### config.mk
export PLATFORM = sky130hd
export DESIGN_NAME = jtag_master
export DESIGN_NICKNAME = d
export VERILOG_FILES = /design/src/rtl/jtag_master_pkg.sv /design/src/rtl/jtag_tck_gen.sv /design/src/rtl/jtag_master.sv
export SDC_FILE = /design/constraint.sdc
export NUM_CORES = 1
export LEC_CHECK = 0
export CELL_PAD_IN_SITES_DETAIL_PLACEMENT = 1
export CELL_PAD_IN_SITES_GLOBAL_PLACEMENT = 2
export CORE_MARGIN = 5
export CORE_UTILIZATION = 33
export DETAILED_ROUTE_END_ITERATION = 16
export HOLD_SLACK_MARGIN = 0.03
export PLACE_DENSITY_LB_ADDON = 0.1
export SETUP_SLACK_MARGIN = 0.5
export SLEW_MARGIN = 20
export SYNTH_ARGS = -nofsm -noshare
export SYNTH_HDL_FRONTEND = slang
export SYNTH_SLANG_ARGS = --single-unit
### constraint.sdc
create_clock -name CLK -period 3.3 [get_ports CLK]
set_input_delay 0.99 -clock CLK [delete_from_list [all_inputs] [get_ports CLK]]
set_output_delay 0.99 -clock CLK [all_outputs]
set_load 0.005 [all_outputs]
### src/rtl/jtag_master_pkg.sv
// rtl/jtag_master_pkg.sv - shared op/state enums, TMS walk patterns and debug IR opcodes
package jtag_master_pkg;

  typedef enum logic [1:0] {
    OP_RESET    = 2'd0,
    OP_SHIFT_IR = 2'd1,
    OP_SHIFT_DR = 2'd2,
    OP_IDLE     = 2'd3
  } op_e;

  typedef enum logic [2:0] {
    ST_RESET,
    ST_IDLE,
    ST_PRE,
    ST_SHIFT,
    ST_POST,
    ST_DONE
  } state_e;

  // TMS patterns, bit0 is driven on the first TCK of the phase
  localparam logic [5:0] TMS_PRE_RESET = 6'b011111;
  localparam logic [3:0] TMS_PRE_IR    = 4'b0011;
  localparam logic [2:0] TMS_PRE_DR    = 3'b001;
  localparam logic [1:0] TMS_POST      = 2'b01;

  localparam int IR_LEN = 3;

  typedef enum logic [IR_LEN-1:0] {
    IR_IDCODE = 3'b001,
    IR_DTMCS  = 3'b010,
    IR_DMI    = 3'b011,
    IR_BYPASS = 3'b111
  } ir_e;

  function automatic logic pre_tms(op_e op, logic [2:0] step);
    case (op)
      OP_RESET:    return TMS_PRE_RESET[step];
      OP_SHIFT_IR: return TMS_PRE_IR[step[1:0]];
      OP_SHIFT_DR: return TMS_PRE_DR[step[1:0]];
      default:     return 1'b0;
    endcase
  endfunction

endpackage

### src/rtl/jtag_tck_gen.sv
// rtl/jtag_tck_gen.sv - TCK divider with one-CLK rise/fall strobes, held low while disabled
module jtag_tck_gen #(
  parameter int CLK_DIV = 2
) (
  input  logic clk_i,
  input  logic rst_i,
  input  logic en_i,
  output logic tck_o,
  output logic rise_o,
  output logic fall_o
);

  localparam int CW = (CLK_DIV > 1) ? $clog2(CLK_DIV) : 1;
  localparam logic [CW-1:0] CNT_LAST = CW'(CLK_DIV - 1);

  logic [CW-1:0] cnt_q;
  logic          tck_q;
  logic          half_end;

  assign half_end = en_i && (cnt_q == CNT_LAST);

  always_ff @(posedge clk_i) begin
    if (rst_i || !en_i) begin
      cnt_q <= '0;
      tck_q <= 1'b0;
    end else if (half_end) begin
      cnt_q <= '0;
      tck_q <= ~tck_q;
    end else begin
      cnt_q <= cnt_q + 1'b1;
    end
  end

  // Strobes mark the CLK edge on which TCK toggles
  assign tck_o  = tck_q;
  assign rise_o = half_end && !tck_q;
  assign fall_o = half_end && tck_q;

endmodule

### src/rtl/jtag_master.sv
// rtl/jtag_master.sv - command-driven JTAG master: walks the TAP from RTI, shifts IR/DR, returns to RTI
module jtag_master
  import jtag_master_pkg::*;
#(
  parameter int CLK_DIV = 2,
  parameter int MAX_LEN = 32
) (
  input  logic                         CLK,
  input  logic                         RST,
  input  logic                         cmd_valid,
  output logic                         cmd_ready,
  input  logic [1:0]                   cmd_op,
  input  logic [$clog2(MAX_LEN+1)-1:0] cmd_len,
  input  logic [MAX_LEN-1:0]           cmd_data,
  output logic                         rsp_valid,
  output logic [MAX_LEN-1:0]           rsp_data,
  output logic                         TCK,
  output logic                         TMS,
  output logic                         TDI,
  input  logic                         TDO
);

  localparam int LW = $clog2(MAX_LEN + 1);
  localparam int IW = (MAX_LEN > 1) ? $clog2(MAX_LEN) : 1;

  state_e             state_q, state_d;
  op_e                op_q;
  logic [LW-1:0]      len_q, step_q, len_eff, pre_last;
  logic [MAX_LEN-1:0] sh_q, cap_q, rsp_q;
  logic               busy, tck_rise, tck_fall, acc;

  jtag_tck_gen #(.CLK_DIV(CLK_DIV)) u_tck (
    .clk_i  (CLK),
    .rst_i  (RST),
    .en_i   (busy),
    .tck_o  (TCK),
    .rise_o (tck_rise),
    .fall_o (tck_fall)
  );

  assign acc = cmd_valid && cmd_ready;

  always_comb begin
    len_eff = cmd_len;
    if (cmd_len == '0)
      len_eff = LW'(1);
    else if (cmd_len > LW'(MAX_LEN))
      len_eff = LW'(MAX_LEN);
  end

  // RESET and IDLE ops do all their clocking in PRE and skip SHIFT/POST
  always_comb begin
    case (op_q)
      OP_RESET:    pre_last = LW'(5);
      OP_SHIFT_IR: pre_last = LW'(3);
      OP_SHIFT_DR: pre_last = LW'(2);
      default:     pre_last = len_q - LW'(1);
    endcase
  end

  always_comb begin
    state_d   = state_q;
    cmd_ready = 1'b0;
    rsp_valid = 1'b0;
    busy      = 1'b0;
    TMS       = 1'b1;
    TDI       = 1'b0;
    case (state_q)
      ST_RESET: state_d = ST_IDLE;
      ST_IDLE, ST_DONE: begin
        cmd_ready = 1'b1;
        rsp_valid = (state_q == ST_DONE);
        state_d   = cmd_valid ? ST_PRE : ST_IDLE;
      end
      ST_PRE: begin
        busy = 1'b1;
        TMS  = pre_tms(op_q, step_q[2:0]);
        if (tck_fall && step_q == pre_last)
          state_d = (op_q == OP_SHIFT_IR || op_q == OP_SHIFT_DR) ? ST_SHIFT : ST_DONE;
      end
      ST_SHIFT: begin
        busy = 1'b1;
        TMS  = (step_q == len_q - LW'(1));
        TDI  = sh_q[0];
        if (tck_fall && TMS)
          state_d = ST_POST;
      end
      ST_POST: begin
        busy = 1'b1;
        TMS  = TMS_POST[step_q[0]];
        if (tck_fall && step_q[0])
          state_d = ST_DONE;
      end
      default: state_d = ST_RESET;
    endcase
  end

  always_ff @(posedge CLK) begin
    if (RST) begin
      state_q <= ST_RESET;
      op_q    <= OP_RESET;
      len_q   <= '0;
      step_q  <= '0;
      sh_q    <= '0;
      cap_q   <= '0;
      rsp_q   <= '0;
    end else begin
      state_q <= state_d;
      if (acc) begin
        op_q   <= op_e'(cmd_op);
        len_q  <= len_eff;
        step_q <= '0;
        sh_q   <= cmd_data;
        cap_q  <= '0;
      end else begin
        if (tck_rise && state_q == ST_SHIFT)
          cap_q[step_q[IW-1:0]] <= TDO;
        if (tck_fall) begin
          if (state_q == ST_SHIFT)
            sh_q <= sh_q >> 1;
          step_q <= (state_d != state_q) ? '0 : step_q + LW'(1);
        end
      end
      if (state_d == ST_DONE && state_q != ST_DONE)
        rsp_q <= cap_q;
    end
  end

  assign rsp_data = rsp_q;

endmodule
# ---- After elaboration in Yosys (flattened, before gate mapping)
# Memory sizes are Yosys's and may differ from the RTL's. A register that Yosys moved wholly into a read port is not among the register bits.
# Index checks and enable logic that the tools add are counted.
dict set report classes {
  n_lt_le_gt_ge 6
  reduce_logical 24
  muxes 31
  n_bitwise 1
  eq_ne 12
  add_sub_neg 3
}
# op n
set op_table {}
lappend op_table {{$mux 32} 3}
lappend op_table {{$bwmux 32} 1}
lappend op_table {{$mux 3} 6}
lappend op_table {{$mux 6} 3}
lappend op_table {{$pmux 6 s3} 1}
lappend op_table {{$pmux 3 s5} 1}
lappend op_table {{$eq 6x6->1} 2}
lappend op_table {{$logic_and 1x1->1} 10}
lappend op_table {{$mux 1} 10}
lappend op_table {{$eq 3x3->1 const B} 3}
lappend op_table {{$add 6x1->6 const B} 1}
lappend op_table {{$eq 3x2->1 const B} 2}
lappend op_table {{$gt 6x6->1 const B} 1}
lappend op_table {{$logic_not 6->1} 1}
lappend op_table {{$lt 5x6->1 const B} 1}
lappend op_table {{$pmux 1 s3} 2}
lappend op_table {{$reduce_or 2->1} 3}
lappend op_table {{$sub 6x1->6 const B} 1}
lappend op_table {{$demux 1 s5} 1}
lappend op_table {{$ge 5x1->1 const B} 1}
lappend op_table {{$bmux 1 s2} 2}
lappend op_table {{$lt 3x4->1 const B} 1}
lappend op_table {{$reduce_bool 2->1} 2}
lappend op_table {{$eq 3x1->1 const B} 1}
lappend op_table {{15 further kinds} 17}
dict set report totals {
  rom_bits 8
  in_bits 44
  word_cells 87
  memories 1
  ff_bits 115
  output_inout_bits 37
}
# memory depth word_bits rd rd_clocked_by_memory_dff wr line
set memory_table {}
lappend memory_table {{(no name shown)} 8 1 1 1 0 jtag_master_pkg.sv:37} ;# OP_RESET: return TMS_PRE_RESET[step];

# ---- Logic depth before layout (Yosys ltp)
dict set report depth {
  depth_word 12
  ltp_mapped 10
  depth_no_buf 9
}

# ---- Modules after synthesis
# From an unflattened synthesis, not the netlist that was laid out.
dict set report unflattened {
  cells_unflattened 689
  area_unflattened_um2 5620.4
}
# module cells_each n_inst seq_area_each_um2 area_each_um2
set modules_own_cells {}
lappend modules_own_cells {jtag_master 680 1 2282.2 5542.8}
lappend modules_own_cells {jtag_tck_gen 9 1 40.0 77.6}

# ---- Worst setup path before layout
# OpenSTA, ideal clock, no wires.
dict set report synth_timing {
  path_kind {reg-to-output}
  startpoint {reg step_q[0]}
  endpoint {out TMS}
  slack_ns 0.784
  n_path_buf 1
  arrival_time_ns 1.526
  t_required_ns 2.310
  stages_incl_launch_ff 8
  cell_sequence {dfxtp_1 -> clkbuf_1 -> inv_1 -> ha_1 -> a222oi_1 -> o21ai_0 -> a21oi_1 -> nor2_1}
}
dict set report synth_via {
  elab_chain_len 4
  elab_cells_between_ends 9
  cone_classes {1 x eq/ne; 8 x mux}
}
# element line
set synth_lines {}
lappend synth_lines {{start, declared} jtag_master.sv:28} ;# logic [LW-1:0] len_q, step_q, len_eff, pre_last;
lappend synth_lines {{start signal, assigned} jtag_master.sv:121} ;# step_q <= (state_d != state_q) ? '0 : step_q + LW'(1);
lappend synth_lines {{$bmux 1 s2, on equally long branches} {jtag_master_pkg.sv:39, jtag_master_pkg.sv:38}}
lappend synth_lines {{$mux 1, on equally long branches} {jtag_master_pkg.sv:39, jtag_master_pkg.sv:38}}
lappend synth_lines {{$pmux 1 s3} jtag_master_pkg.sv:36} ;# case (op)
lappend synth_lines {{$pmux 1 s3 (*)} jtag_master.sv:68} ;# case (state_q)
lappend synth_lines {{end, declared} jtag_master.sv:18} ;# output logic TMS,
# Every way passes the cells marked *; elsewhere a longest branch is shown, timed or not. The select of a mux whose other input is x is not followed.

# ---- Final worst setup path
dict set report layout_timing {
  startpoint {reg len_q[0]}
  endpoint {out TMS}
}
dict set report layout_via {
  elab_chain_len 3
}
# element line
set layout_lines {}
lappend layout_lines {{start, declared} jtag_master.sv:28}
lappend layout_lines {{start signal, assigned} jtag_master.sv:111} ;# len_q <= len_eff;
lappend layout_lines {{$sub 6x1->6} jtag_master.sv:83} ;# TMS = (step_q == len_q - LW'(1));
lappend layout_lines {{$eq 6x6->1} jtag_master.sv:83}
lappend layout_lines {{$pmux 1 s3} jtag_master.sv:68}
# Every way passes these cells.

==> reports/results.txt <==
Status = completed
Total clock sinks = 116
Initial Util = 33.25%
Routed WL per cell = 15.87 µm
Syn avg cell area = 8.529 µm²
Worst r2r dst = rsp_data[13]
CTS tree = done
Post-synth cell types = 49
Fmax = 347.1 MHz
Synth async-reset ratio = 0%
DIE HEIGHT = 141.1 µm
Die Area = 19910 µm²
Max-cap viol count = 0
Final ANT Viol Nets = 0
Post-layout min period = 2.881 ns
Peak VDD IR = 391.5 µV
Total internal power = 0.003004 W
H-tree lvl count = 4
WHS Endpoint = cap_q[13]
Clock skew = 0.005347 ns
Chip width = 141.1 µm
Post-synth EDFFs = 0
Clock buffer depth = 2
Synth area leader = dfxtp_1
Vias/cell = 5.004
Number of port buffers = 80
Total power = 0.003944 W
Vias = 4889
# nets final = 792
Busiest grt layer = met2
Setup Viol. Count Final = 0
Hold Violations, Final = 0
Pleak = 2.698 nW
ANT cells = 0
DR DRC count = 0
Sw frac = 23.82%
CTS Hold Bufs = 0
TritonCTS Buffers = 17
First-pass GRT wire length = 25590 µm
Setup CP Type = reg2out
Ys flop type = dfxtp_1
Placed Area = 6688 µm²
Initial antenna violation count = 0
Final Max Slew Viols = 0
Synth Register Bits = 116
M3 GR Usage = 3.392%
Met1 Track Usage GR = 19.73%
Top-area cell type share of the netlist area = 40.94%
Hold WC Path Type = reg2reg
Max_slew headroom = 56.59%
Post-route cell area = 7500 µm²
RR Startpoint = len_q[0]
Row count = 48
Setup TNS = 0 ns
Core footprint = 17060 µm²
Arr. time, crit path = 1.89 ns
Worst EP required = 2.31 ns
Pre-antenna DRT Iters = 6
Final WL = 15510 µm
Synth Warn # = 0
Sw Pwr = 0.0009395 W
Pwr dens = 525.9 nW/µm²
Period utilization = 87.31%
Area added between synthesis and finish = 32.23%
Fillcell total = 1964
M2 GR Usage = 26.71%
Initial DRC count = 200
Power share of the sequential group = 37.9%
DP HPWL = 10280 µm
Clock latency on the worst-skew pair = 0.41 ns
R2r worst-path depth = 12
Grt ovf = 0
RSZ-0062 raised after global routing = yes
Final Core Density = 43.97%
Least-Margin Pin Slew = 0.6488 ns
Hold_sp = cap_q[13]
Synth top area cells = dfxtp_1 (41%), mux2i_1 (11%), nand2b_1 (7.3%)
Gate Count Post-Synth = 665
GP Congestion = 0.7559
Pin count of the biggest net entering global routing = 73
Clock root buffer = clkbuf_16
Clk network pwr share = 51.1%
Sequential area share after synthesis = 40.94%
Flop2flop setup slack = 0.64 ns
Layout cells sized above 1 = 13.56%
Tot GR Track Use = 15.72%
CP Capture Type = output port
Hold Path Stages = 2
I/O pins = 81
Logic pwr share = 11.0%
Startpoint types = flop
Net Count, Synth = 718
Crit-path max FO = 5
Vias in the first global route = 5064
CTS clk-pin slew, worst paths = 0.05 ns
Synth Cell Area = 5672 µm²
-- area by class of cell --
cell class | count | area (µm²) | share of cell area [%]
inverter | 9 | 33.78 | 0.4505
sequential | 116 | 2338 | 31.18
timing repair buffer | 108 | 1060 | 14.13
tap | 225 | 281.5 | 3.754
clock buffer | 19 | 432.9 | 5.772
multi-input combinational | 487 | 3147 | 41.96
clock inverter | 13 | 206.4 | 2.753
-- per-layer routing --
layer	routed length, µm	vias up
met5	0	-
met4	188	0
met3	511	18
met2	7642	76
met1	7164	2370
li1	-	2425
-- through the flow --
stage                     hold WS (ns)  cells  worst slack [ns]
after CTS                       0.4639    971            0.4093
after global routing            0.4815    977            0.2858
after global placement          0.4469    935            0.3183
after floorplan                 0.4368    665            0.7841
after detailed placement        0.4561    935            0.2820
final                           0.4605    977            0.4189
-- power by group through the flow --
| stage | Clock [W] | Sequential [W] | Combinational [W] |
|---|---|---|---|
| final | 0.00202 | 0.00149 | 0.000433 |
| after global placement | 0 | 0.00152 | 0.000391 |
| after CTS | 0.00206 | 0.00149 | 0.000416 |
| after global routing | 0.00213 | 0.00150 | 0.000476 |
| after detailed placement | 0 | 0.00152 | 0.000400 |
| after floorplan | 0 | 0.00150 | 0.000281 |
-- logic make-up (layout without fill, tap and decap cells) --
logic type / after synthesis / count (layout) / synth area share, %
simple gates: 296 / 296 / 25.99
flops: 116 / 116 / 40.94
compound gates: 107 / 107 / 12.95
buf+inv: 62 / 149 / 4.809
mux: 61 / 61 / 10.77
xor+xnor: 14 / 14 / 2.559
fa+ha+maj: 9 / 9 / 1.985
-- worst max-delay path: stages (launching register included) --
cell     delay [ns]
dfxtp_2        0.33
buf_6          0.12
nor3_4         0.32
a21o_1         0.19
and4_1         0.24
a21oi_2        0.06
nor2_1         0.10
buf_2          0.12
-- worst max path at each step --
stage,start,to,slack [ns],depth (start not counted)
3_3_place_gp,len_q[1],TMS,0.32,8
4_1_cts,len_q[1],TMS,0.41,8
6_report,len_q[0],TMS,0.42,7
2_1_floorplan,step_q[0],TMS,0.78,7
3_5_place_dp,len_q[1],TMS,0.28,8
5_1_grt,len_q[0],TMS,0.29,7
-- flip-flops by register name (all words and copies together), names as in the netlist, named ones only --
name / cells
state_q: 3
op_q: 2
cap_q: 32
u_tck.cnt_q: 1
rsp_data: 32
len_q: 6
u_tck.tck_o: 1
sh_q: 32
step_q: 6
-- layout by cell type (no fill, tap or decap), types with 22 or more instances in the layout --
master and count:
nand2b_1 66, nor2_1 73, nand2_1 92, mux2i_1 61
a21oi_1 22, clkdlybuf4s50_1 78, buf_4 23, o21ai_0 34
a311oi_1 31, dfxtp_1 107
-- cell usage after synthesis (6+ instances only) --
| master | count |
|---|---|
| ha_1 | 9 |
| nand3b_1 | 7 |
| nand3_1 | 12 |
| xnor2_1 | 7 |
| inv_1 | 9 |
| and2_1 | 6 |
| nor3_1 | 10 |
| o21ai_0 | 35 |
| nand2_1 | 93 |
| dfxtp_1 | 116 |
| a311oi_1 | 31 |
| a21oi_1 | 23 |
| clkbuf_1 | 43 |
| mux2i_1 | 61 |
| nand2b_1 | 66 |
| nor2_1 | 74 |
-- repair_timing --
action,CTS,global route
setup buffers,4,5
cloned,0,1
setup endpoints to repair,36,34
resized for setup,26,11
hold endpoints to repair,0,0
pin swaps,8,8
No activity file was read; power rests on OpenSTA's default activity.
